--- config.mk ---
export PLATFORM = sky130hd
export DESIGN_NAME = alu_op_sequencer_flat
export DESIGN_NICKNAME = d
export VERILOG_FILES = /design/src/rtl/alu_op_sequencer_pkg.sv /design/src/rtl/alu_op_sequencer_if.sv /design/src/rtl/alu_op_sequencer_regfile.sv /design/src/rtl/alu_op_sequencer.sv /design/src/flat_wrapper.sv
export SDC_FILE = /design/constraint.sdc
export NUM_CORES = 1
export LEC_CHECK = 0
export ABC_AREA = 0
export CELL_PAD_IN_SITES_DETAIL_PLACEMENT = 0
export CELL_PAD_IN_SITES_GLOBAL_PLACEMENT = 1
export CORE_MARGIN = 2
export CORE_UTILIZATION = 42
export DETAILED_ROUTE_END_ITERATION = 10
export PLACE_DENSITY_LB_ADDON = 0.15
export SLEW_MARGIN = 20
export SYNTH_ARGS = -nofsm -noshare
export SYNTH_HDL_FRONTEND = slang
export SYNTH_SLANG_ARGS = --single-unit
--- constraint.sdc ---
create_clock -name clk -period 2.8 [get_ports clk]
set_input_delay 0.28 -clock clk [delete_from_list [all_inputs] [get_ports clk]]
set_output_delay 0.28 -clock clk [all_outputs]
set_load 0.005 [all_outputs]
--- src/rtl/alu_op_sequencer_pkg.sv ---
// Shared types and constants for the ALU issue/writeback sequencer.
// Opcode values match the ALU opALU encoding.
package alu_op_sequencer_pkg;

  localparam int NREG = 8;
  localparam int AW   = 3;
  localparam int DW   = 16;

  localparam logic [1:0] OP_XOR = 2'd0;
  localparam logic [1:0] OP_ADD = 2'd1;
  localparam logic [1:0] OP_MUL = 2'd2;
  localparam logic [1:0] OP_SUB = 2'd3;

  typedef enum logic [1:0] {
    S_IDLE = 2'd0,
    S_EXEC = 2'd1,
    S_WB   = 2'd2
  } state_t;

endpackage

--- src/rtl/alu_op_sequencer_if.sv ---
// Instruction issue handshake between the front end and the sequencer.
// Transfer happens on a clock edge where instr_valid and instr_ready are both high.
interface alu_op_sequencer_if #(
  parameter int AW = 3
);

  logic          instr_valid;
  logic          instr_ready;
  logic [1:0]    instr_op;
  logic [AW-1:0] instr_rd;
  logic [AW-1:0] instr_rs;
  logic [AW-1:0] instr_rt;

  modport master (
    output instr_valid,
    output instr_op,
    output instr_rd,
    output instr_rs,
    output instr_rt,
    input  instr_ready
  );

  modport slave (
    input  instr_valid,
    input  instr_op,
    input  instr_rd,
    input  instr_rs,
    input  instr_rt,
    output instr_ready
  );

endinterface

--- src/rtl/alu_op_sequencer_regfile.sv ---
// NREG x 16 register file: operand and debug async reads, sync writes.
// Writeback and direct load may land together; on an address clash writeback wins.
module seq_regfile #(
  parameter int NREG = 8,
  parameter int AW   = 3
) (
  input  logic          clk,
  input  logic          rst,
  input  logic [AW-1:0] rs_addr,
  input  logic [AW-1:0] rt_addr,
  output logic [15:0]   rs_data,
  output logic [15:0]   rt_data,
  input  logic [AW-1:0] dbg_addr,
  output logic [15:0]   dbg_data,
  input  logic          wb_en,
  input  logic [AW-1:0] wb_addr,
  input  logic [15:0]   wb_data,
  input  logic          ld_en,
  input  logic [AW-1:0] ld_addr,
  input  logic [15:0]   ld_data
);

  logic [15:0] rf [NREG];

  logic ld_ok;

  assign ld_ok = ld_en && !(wb_en && (wb_addr == ld_addr));

  assign rs_data  = rf[rs_addr];
  assign rt_data  = rf[rt_addr];
  assign dbg_data = rf[dbg_addr];

  always_ff @(posedge clk) begin
    if (rst) begin
      for (int i = 0; i < NREG; i++) begin
        rf[i] <= '0;
      end
    end else begin
      if (ld_ok) begin
        rf[ld_addr] <= ld_data;
      end
      if (wb_en) begin
        rf[wb_addr] <= wb_data;
      end
    end
  end

endmodule

--- src/rtl/alu_op_sequencer.sv ---
// Non-pipelined issue/writeback sequencer for the 16-bit ALU.
// One instruction in flight: IDLE -> EXEC (ALU_LAT cycles) -> WB.
module alu_op_sequencer
  import alu_op_sequencer_pkg::*;
#(
  parameter int NREG    = 8,
  parameter int AW      = 3,
  parameter int ALU_LAT = 1
) (
  input  logic                clk,
  input  logic                rst,
  alu_op_sequencer_if.slave   instr,
  input  logic                ld_en,
  input  logic [AW-1:0]       ld_addr,
  input  logic [15:0]         ld_data,
  output logic [15:0]         alu_a,
  output logic [15:0]         alu_b,
  output logic [1:0]          alu_op,
  input  logic [16:0]         alu_r,
  output logic                wb_valid,
  output logic [AW-1:0]       wb_addr,
  output logic [15:0]         wb_data,
  output logic                flag_c,
  input  logic [AW-1:0]       dbg_addr,
  output logic [15:0]         dbg_data
);

  localparam int CW = (ALU_LAT > 1) ? $clog2(ALU_LAT) : 1;
  localparam logic [CW-1:0] CNT_INIT = CW'(ALU_LAT - 1);

  state_t        state;
  logic          ready_q;
  logic [CW-1:0] cnt;
  logic [AW-1:0] rd_q;
  logic [16:0]   res_q;
  logic [15:0]   rs_data;
  logic [15:0]   rt_data;
  logic          rf_wb_en;

  assign instr.instr_ready = ready_q;
  assign rf_wb_en = (state == S_WB);

  seq_regfile #(
    .NREG (NREG),
    .AW   (AW)
  ) u_rf (
    .clk      (clk),
    .rst      (rst),
    .rs_addr  (instr.instr_rs),
    .rt_addr  (instr.instr_rt),
    .rs_data  (rs_data),
    .rt_data  (rt_data),
    .dbg_addr (dbg_addr),
    .dbg_data (dbg_data),
    .wb_en    (rf_wb_en),
    .wb_addr  (rd_q),
    .wb_data  (res_q[15:0]),
    .ld_en    (ld_en),
    .ld_addr  (ld_addr),
    .ld_data  (ld_data)
  );

  always_ff @(posedge clk) begin
    if (rst) begin
      state    <= S_IDLE;
      ready_q  <= 1'b1;
      cnt      <= '0;
      rd_q     <= '0;
      res_q    <= '0;
      alu_a    <= '0;
      alu_b    <= '0;
      alu_op   <= '0;
      wb_valid <= 1'b0;
      wb_addr  <= '0;
      wb_data  <= '0;
      flag_c   <= 1'b0;
    end else begin
      wb_valid <= 1'b0;
      unique case (state)
        S_IDLE: begin
          if (instr.instr_valid) begin
            alu_a   <= rs_data;
            alu_b   <= rt_data;
            alu_op  <= instr.instr_op;
            rd_q    <= instr.instr_rd;
            cnt     <= CNT_INIT;
            ready_q <= 1'b0;
            state   <= S_EXEC;
          end
        end
        S_EXEC: begin
          if (cnt == '0) begin
            res_q    <= alu_r;
            wb_valid <= 1'b1;
            wb_addr  <= rd_q;
            wb_data  <= alu_r[15:0];
            state    <= S_WB;
          end else begin
            cnt <= cnt - 1'b1;
          end
        end
        S_WB: begin
          // rf write of res_q happens on this same edge
          flag_c  <= res_q[16];
          ready_q <= 1'b1;
          state   <= S_IDLE;
        end
        default: begin
          ready_q <= 1'b1;
          state   <= S_IDLE;
        end
      endcase
    end
  end

endmodule
--- src/flat_wrapper.sv ---
// flat-port wrapper written by rule: the top's interface ports become plain ports
module alu_op_sequencer_flat import alu_op_sequencer_pkg::*;
#(
  parameter int NREG    = 8,
  parameter int AW      = 3,
  parameter int ALU_LAT = 1
)
  (clk, rst, ld_en, ld_addr, ld_data, alu_a, alu_b, alu_op, alu_r, wb_valid, wb_addr, wb_data, flag_c, dbg_addr, dbg_data, instr_instr_valid, instr_instr_op, instr_instr_rd, instr_instr_rs, instr_instr_rt, instr_instr_ready);
  alu_op_sequencer_if #(.AW(AW)) instr_i ();
  input  logic clk;
  input  logic rst;
  input  logic ld_en;
  input  logic [AW-1:0] ld_addr;
  input  logic [15:0] ld_data;
  output logic [15:0] alu_a;
  output logic [15:0] alu_b;
  output logic [1:0] alu_op;
  input  logic [16:0] alu_r;
  output logic wb_valid;
  output logic [AW-1:0] wb_addr;
  output logic [15:0] wb_data;
  output logic flag_c;
  input  logic [AW-1:0] dbg_addr;
  output logic [15:0] dbg_data;
  input wire logic [$bits(instr_i.instr_valid)-1:0] instr_instr_valid;
  input wire logic [$bits(instr_i.instr_op)-1:0] instr_instr_op;
  input wire logic [$bits(instr_i.instr_rd)-1:0] instr_instr_rd;
  input wire logic [$bits(instr_i.instr_rs)-1:0] instr_instr_rs;
  input wire logic [$bits(instr_i.instr_rt)-1:0] instr_instr_rt;
  output wire logic [$bits(instr_i.instr_ready)-1:0] instr_instr_ready;
  assign instr_i.instr_valid = instr_instr_valid;
  assign instr_i.instr_op = instr_instr_op;
  assign instr_i.instr_rd = instr_instr_rd;
  assign instr_i.instr_rs = instr_instr_rs;
  assign instr_i.instr_rt = instr_instr_rt;
  assign instr_instr_ready = instr_i.instr_ready;
  alu_op_sequencer #(.NREG(NREG), .AW(AW), .ALU_LAT(ALU_LAT)) u_core (.clk(clk), .rst(rst), .instr(instr_i), .ld_en(ld_en), .ld_addr(ld_addr), .ld_data(ld_data), .alu_a(alu_a), .alu_b(alu_b), .alu_op(alu_op), .alu_r(alu_r), .wb_valid(wb_valid), .wb_addr(wb_addr), .wb_data(wb_data), .flag_c(flag_c), .dbg_addr(dbg_addr), .dbg_data(dbg_data));
endmodule
Word level (Yosys, flattened, before mapping)
Memory sizes are Yosys's and may differ from the RTL's. A register that Yosys moved wholly into a read port is not among the register bits.
Index checks and enable logic that the tools add are counted.
{ "word_totals": {"inputBits": 54, "out_inout_bits": 72, "n_memories": 1, "reg_bits": 47, "ramBits": 128} }
{ "mem_list": {"columns": ["memory", "words", "word_bits", "read_ports", "rd_ports_with_merged_regs", "wr", "line_no", "rtl"], "rows": [
  ["u_core.u_rf.rf", 8, 16, 3, 2, 8, "alu_op_sequencer_regfile.sv:23", "logic [15:0] rf [NREG];"]
]} }
{ "op_classes": {"eq_ne": 5, "n_bitwise": 2, "addsub": 1, "reduce_logical": 13, "mux": 22} }
{ "ops": {"columns": ["cell", "count"], "rows": [
  ["$mux 16", 2],
  ["$reduce_or 16->1", 2],
  ["$mux 1", 13],
  ["$reduce_and 2->1", 5],
  ["$mux 3", 2],
  ["$mux 2", 2],
  ["$ne 2x2->1 const B", 2],
  ["$pmux 1 s2", 2],
  ["$pmux 2 s2", 1],
  ["$eq 3x3->1", 1],
  ["$eq 2x1->1 const B", 1],
  ["$eq 2x2->1 const B", 1],
  ["$logic_and 1x1->1", 2],
  ["$logic_not 2->1", 1],
  ["$not 1->1", 2],
  ["$reduce_bool 2->1", 1],
  ["$reduce_or 2->1", 1],
  ["$logic_not 1->1", 1],
  ["$sub 1x1->1 const B", 1]
]} }

Depth between registers and ports, before layout
Gate-level depths: netlist of the first run.
{ "depth": {"depth_word": 9, "mapped_depth": 6, "ltp_nobuf": 3} }

Hierarchy
From an unflattened synthesis of the first run, not the netlist that was laid out.
{ "hier_totals": {"cells_unflattened": 806, "hier_area_um2": 10900.5} }
{ "by_module_without_submodules": {"columns": ["module", "n_inst", "cells_each", "area_per_inst_um2"], "rows": [
  ["seq_regfile", 1, 527, 8602.0],
  ["alu_op_sequencer", 1, 279, 2298.5]
]} }

Worst setup path after synthesis of the first run
No wires, ideal clock.
{ "synth_path": {"path_type": "input-to-reg", "start": "input ld_addr[2]", "end": "memory u_core.u_rf.rf[0][0] (enable)", "setup_time_ps": 411, "slack_ps": 86, "cell_stages": 4, "n_path_buf": 1, "t_arrival_ps": 2302, "t_required_ps": 2389, "cell_sequence": "nor3b_1 clkbuf_1 inv_1 o21ai_0"} }
{ "synth_lines": {"columns": ["item", "line_no", "rtl"], "rows": [
  ["start, declared", "flat_wrapper.sv:13", "input logic [AW-1:0] ld_addr;"],
  ["end, declared", "alu_op_sequencer_regfile.sv:23", null]
]} }

Worst setup path in the final report of the first run
{ "layout_path": {"start": "input dbg_addr[1]", "end": "output dbg_data[6]"} }
{ "layout_via": {"elab_chain_len": 1} }
{ "layout_rtl": {"columns": ["item", "line_no", "rtl"], "rows": [
  ["start, declared", "flat_wrapper.sv:23", "input logic [AW-1:0] dbg_addr;"],
  ["$mem_v2 8x16", null, null],
  ["end, declared", "flat_wrapper.sv:24", "output logic [15:0] dbg_data;"]
]} }
No other way between the ends.

==> flow_summary.toml, run 1 <==
[outcome]
outcome = "complete, no violations"

[grt]
grt_max_degree = 63
grt_pass1_wl_um = 50280
antenna_found_initial = 3
grtUsageTotal = 0.2572
grt_pass1_vias = 7970
grt-ovfl-total = 0

[final_layout]
nNetsFinal = 966
regArea_sq_mm = 0.005085
stdcell_count = 1255
multiInputGateArea_sq_mm = 0.005007
antenna_cells = 0
final_common_cell = "edfxtp_1"
areaGrowthSynthToFinish_pct = 20.05
drive_gt1_frac = 0.2227
fillers = 2205
mostFrequentLayoutCells = "128 x edfxtp_1, 121 x clkdlybuf4s50_1, 105 x nand2_1"

[clocking]
cts-htree-levels = 4
clk_pin_slew_worst_paths_ns = 0.07
cts_resized = 0
cts_sinks = 190
post-cts-setup-buffers = 0
hold_buffers = 0
cts_buffers = 17
clk_path_buf_depth = 2
cts_root_buf = "clkbuf_16"
clk_latency_ns = 0.44
cts_tree = "yes"

[place]
pre_cts_ws_ns = 0.2214
placed_cells = 1223
io_buffers = 125
place_congestion = 0.8747
place_hpwl_um = 22580

[yosys]
syn-instance-count = 858
avgSynthCellArea_sq_um = 12.51
syn_nets = 912
ys_ff_latch = 190
yosysTopAreaCell = "edfxtp_1"
synth.yosys.seq_area_share = 0.4738
synth_area_leaders = "edfxtp_1 36%, mux4_2 20%, dfxtp_1 12%, a32o_1 6.0%, o2bb2ai_1 5.2%"
yosysWarnings = 0
syn_area_sq_mm = 0.01073
synth_cell_types = 38
synth_top_area_frac = 0.3582

[timing]
tightest_slew_ns = 0.8377
fmax_mhz = 408.3
drv_slew = 0
setup_violations = 0
timing.hold.ws_ns = 0.3823
clock_skew_ns = 0.01451
slew_headroom = 0.4415
fin_crit_ns = 2.449
fin_tns_setup_ns = 0
rsz0062_at_grt = "false"
finalHoldViolCount = 0
setup_slack_ns = 0.3507
fin_crit_sh = 0.8747

[floorplanning]
die_h_um = 163.8
core_area_sq_mm = 0.02511
floorplan.die_area_sq_mm = 0.02685
io_pins = 126
num_rows = 58
start_util = 0.4274
die_w_um = 163.8

[detailed_routing]
detail_route.wl_per_cell_um = 26.84
firstDrtPassIters = 5
drc = 0
dr_total_vias = 8047
viasPerCell = 6.412
totalWireLength_um = 33690
postRouteAntennaNets = 0
first_iter_violations = 1111

[power_and_ir_drop]
ir_worst_vdd_mv = 0.3334
leakage_nw = 4.257
p_per_area_mw_per_mm2 = 542.3

[critical_path]
arrival_ns = 2.17
r2r_setup_slack_ns = 0.61
cp_common_cell = "clkdlybuf4s50_1"
critPathLaunchType = "primary input"
slowest_delay_ns = 0.51
critical_path.max_fanout = 32
required_ns = 2.52
worstSetupPathType = "in -> out"
cp_slowest_cell = "clkdlybuf4s50_1"
cpLargestDelayFamily = "buffers and inverters"
critical_path.endpoint_type = "output pin"
crit_chain = "clkdlybuf4s50_1, buf_12, mux4_2, mux2_2, clkdlybuf4s50_1"
path_buf_inv = 3

[min_path]
holdCritPathClass = "in -> reg"

[flow_run]
drv_cap = 0
==> metal layers <==
layer,share of wire,GRT usage
met1,0.40,0.3548
met2,0.47,0.4039
met3,0.11,0.06919
met4,0.013,0.06898
met5,0.00080,0
==> tightest hold or removal path, cell delays in order <==
cell,delay [ns]
clkdlybuf4s50_1,0.39
nand2_1,0.05
a21oi_1,0.05
==> registers in the layout, indices dropped and copies added (netlist names), 3 cells and up <==
| name | count |
|---|---|
| u_core.rd_q | 3 |
| u_core.alu_a | 16 |
| u_core.alu_b | 16 |
| u_core.wb_data | 15 |
| u_core.wb_addr | 3 |
| u_core.u_rf.rf | 128 |
==> area by class of cell <==
type | count | share of cell area
inverter | 3 | 0.0008740
clock buffer | 20 | 0.03632
clock inverter | 12 | 0.01185
sequential | 190 | 0.3947
multi-input combinational | 523 | 0.3887
tap | 330 | 0.03205
timing repair buffer | 177 | 0.1356
==> stage by stage <==
stage          instance area, sq um  total power, mW  utilization
6_report                      12880            6.987       0.5131
3_3_place_gp                  12260            4.442       0.4884
2_1_floorplan                 10730            3.944            -
3_5_place_dp                  12260            4.473       0.4884
5_1_grt                       12880            7.225       0.5131
4_1_cts                       12880            7.024       0.5131
==> power breakdown <==
group | leakage [nW] | internal (mW) | switching (mW)
clock | 0.306 | 1.49 | 1.08
combinational | 2.12 | 0.585 | 0.527
sequential | 1.83 | 3.15 | 0.152
==> kinds of logic after synthesis <==
kind of cell / share of synthesized area
flip-flops: 0.4738
buffers and inverters: 0.06214
AND/OR/NAND/NOR: 0.08721
multiplexers: 0.2239
XOR/XNOR: 0.002449
AO/OA/AOI/OAI: 0.1505
==> final timing paths <==
kind | from | end | depth (start not counted)
setup / recovery | dbg_addr[1] | dbg_data[6] | 5
hold / removal | alu_r[16] | u_core.res_q[16]$_SDFFE_PP0N_ | 3
setup reg to reg | u_core.rd_q[0]$_SDFFE_PP0P_ | u_core.u_rf.rf[3][13]$_DFFE_PP_ | 4
hold reg to reg | u_core.res_q[16]$_SDFFE_PP0N_ | u_core.res_q[16]$_SDFFE_PP0N_ | 2
==> Yosys cell counts <==
cell type  number
and2_1          9
inv_1           3
and3b_1         2
nor4b_1         1
dfxtp_1        62
o41a_1          1
nor4b_2         1
edfxtp_1      128
nor4bb_1        1
nand2b_4        1
or4b_2          2
buf_2          30
mux2_2         16
nand2b_1        2
xor2_1          3
nor3_1         33
o22ai_1        32
nor2b_1         3
nor3b_1         2
nor2_1         41
and3_1          1
nand2_1       105
buf_4          18
buf_6           2
o2bb2ai_1      64
buf_1          21
a32o_1         64
o41ai_2         1
mux2i_1         6
a211o_1         5
clkbuf_2        2
o31ai_1         1
clkbuf_1       69
nor4_1          1
nand4bb_1       2
a21oi_1        24
mux4_2         96
o21ai_0         3
Power figures use the tool's default switching activity.
==> run 2: changes to the inputs <==
- CORE_UTILIZATION: 42 -> 46
- SLEW_MARGIN: 20 -> not set
- clock period: 2.8 -> 2.5 ns (I/O delays scaled with it)
==> run 2 against run 1 <==
Effect of this change:
- clock skew shrank 0.0022 ns
- via count grew 0.93%
- largest power group unchanged
- worst hold slack lost 0.025 ns
- non-clock buffer count shrank 2
- final cell count shrank 1.5%
- clock power grew 5%
- register-to-register slack lost 0.23 ns
- highest routed layer is now met4
==> flow_summary.toml, run 2 (same netlist as run 1, synthesis figures left out) <==
[grt]
grt_max_degree = 49
grtUsageTotal = 0.2711
grt_pass1_vias = 7856
grt-ovfl-total = 0
antenna_found_initial = 1
grt_pass1_wl_um = 49200

[timing]
clock_skew_ns = 0.01234
slew_headroom = 0.4327
finalHoldViolCount = 0
fin_crit_ns = 2.409
drv_slew = 0
fin_crit_sh = 0.9636
fmax_mhz = 415.1
tightest_slew_ns = 0.8510
rsz0062_at_grt = "false"
setup_violations = 0
timing.hold.ws_ns = 0.3577
fin_tns_setup_ns = 0

[clocking]
clk_path_buf_depth = 2
clk_pin_slew_worst_paths_ns = 0.08
cts_resized = 0
cts-htree-levels = 4
clk_latency_ns = 0.43
cts_buffers = 17
cts_sinks = 190
cts_root_buf = "clkbuf_16"
post-cts-setup-buffers = 0
hold_buffers = 0
cts_tree = "yes"

[place]
place_congestion = 0.8437
place_hpwl_um = 22720
placed_cells = 1204
io_buffers = 125

[final_layout]
areaGrowthSynthToFinish_pct = 19.53
mostFrequentLayoutCells = "128 x edfxtp_1, 121 x clkdlybuf4s50_1, 105 x nand2_1"
largest_register = "u_core.u_rf.rf"
nNetsFinal = 964
drive_gt1_frac = 0.2232
final_common_cell = "edfxtp_1"
stdcell_count = 1236
reg_top3 = "u_core.u_rf.rf: 128 flops, u_core.alu_a: 16 flops, u_core.alu_b: 16 flops"
largest_reg_flops = 128
utilization = 0.5631
antenna_cells = 0

[critical_path]
required_ns = 2.25
worstSetupPathType = "reg -> out"
regToRegEndpoint = "u_core.alu_a[12]$_SDFFE_PP0P_"
rr_worst_depth = 3
worstSetupEndpoint = "dbg_data[12]"
arrival_ns = 2.16
critPathLaunchType = "flip-flop"
cp-startpoint = "u_core.u_rf.rf[0][12]$_DFFE_PP_"
critical_path.max_fanout = 3
critical_path.endpoint_type = "output pin"
rr_startpoint = "u_core.state[1]$_SDFFE_PP0N_"
r2r_setup_slack_ns = 0.38

[floorplanning]
num_rows = 55
io_pins = 126
core_area_sq_mm = 0.02278
die_h_um = 156.7
start_util = 0.4711
die_w_um = 156.7
floorplan.die_area_sq_mm = 0.02457

[power_and_ir_drop]
leakage_nw = 4.235
ir_worst_vdd_mv = 0.3894
p_per_area_mw_per_mm2 = 594.5

[detailed_routing]
dr_total_vias = 8122
first_iter_violations = 1178
firstDrtPassIters = 5
postRouteAntennaNets = 0
detail_route.wl_per_cell_um = 26.14
viasPerCell = 6.571
totalWireLength_um = 32310
drc = 0

[outcome]
outcome = "complete, no violations"

[min_path]
holdCritPathClass = "in -> reg"

[flow_run]
drv_cap = 0
-- run 2: cell types whose count changed in the layout (fill, tap and decap cells not counted), sizes merged --
| cell | change |
|---|---|
| clkbuf | -2 |
| clkinv | -1 |
| bufinv | -2 |
| inv | +5 |
| buf | -2 |
-- run 2: worst min path at each step --
stage                                   startpoint                              end  depth (start not counted)
floorplan                                alu_r[16]    u_core.res_q[16]$_SDFFE_PP0N_                          2
global placement    u_core.wb_addr[2]$_SDFFE_PP0N_   u_core.wb_addr[2]$_SDFFE_PP0N_                          2
detailed placement  u_core.wb_addr[2]$_SDFFE_PP0N_   u_core.wb_addr[2]$_SDFFE_PP0N_                          2
CTS                                      alu_r[13]  u_core.wb_data[13]$_SDFFE_PP0N_                          3
global route                              alu_r[1]   u_core.wb_data[1]$_SDFFE_PP0N_                          3
finish                                    alu_r[1]   u_core.wb_data[1]$_SDFFE_PP0N_                          3
-- run 2: final cells by class --
type / instances / area [sq um]
clock inverters: 14 / 146.4
multi-input cells: 523 / 5007
repair buffers: 175 / 1757
inverters: 3 / 11.26
flip-flops and latches: 190 / 5085
well taps: 313 / 391.6
clock buffers: 18 / 429.2
fillers: 1831 / 9951
-- run 2: critical path: stages, from the launching register on --
cell	delay (ns)
edfxtp_1	0.47
mux4_2	0.49
mux2_2	0.32
clkdlybuf4s50_1	0.45
-- run 2: metal layers --
| layer | wire length [um] | vias up | GRT usage |
|---|---|---|---|
| li1 | - | 3500 | - |
| met1 | 13530 | 4028 | 0.3973 |
| met2 | 14240 | 562 | 0.4000 |
| met3 | 4136 | 32 | 0.07643 |
| met4 | 400 | 0 | 0.06553 |
| met5 | 0 | - | 0 |
-- run 2: metrics by stage --
| step | cell area (sq um) | power [mW] | setup WS, ns |
|---|---|---|---|
| after floorplan | 10740 | 4.418 | 0.2447 |
| after global placement | 12250 | 4.957 | 0.1507 |
| after detailed placement | 12250 | 4.991 | 0.1271 |
| after CTS | 12830 | 7.644 | 0.09837 |
| after global routing | 12830 | 7.871 | 0.05489 |
| final | 12830 | 7.626 | 0.09099 |
-- run 2: report_power, final --
part	internal, mW	total, mW	switching [mW]	leakage [nW]
sequential	3.53	3.72	0.191	1.83
clock	1.42	2.70	1.28	0.287
combinational	0.651	1.21	0.559	2.12
total	5.59	7.63	2.03	4.23
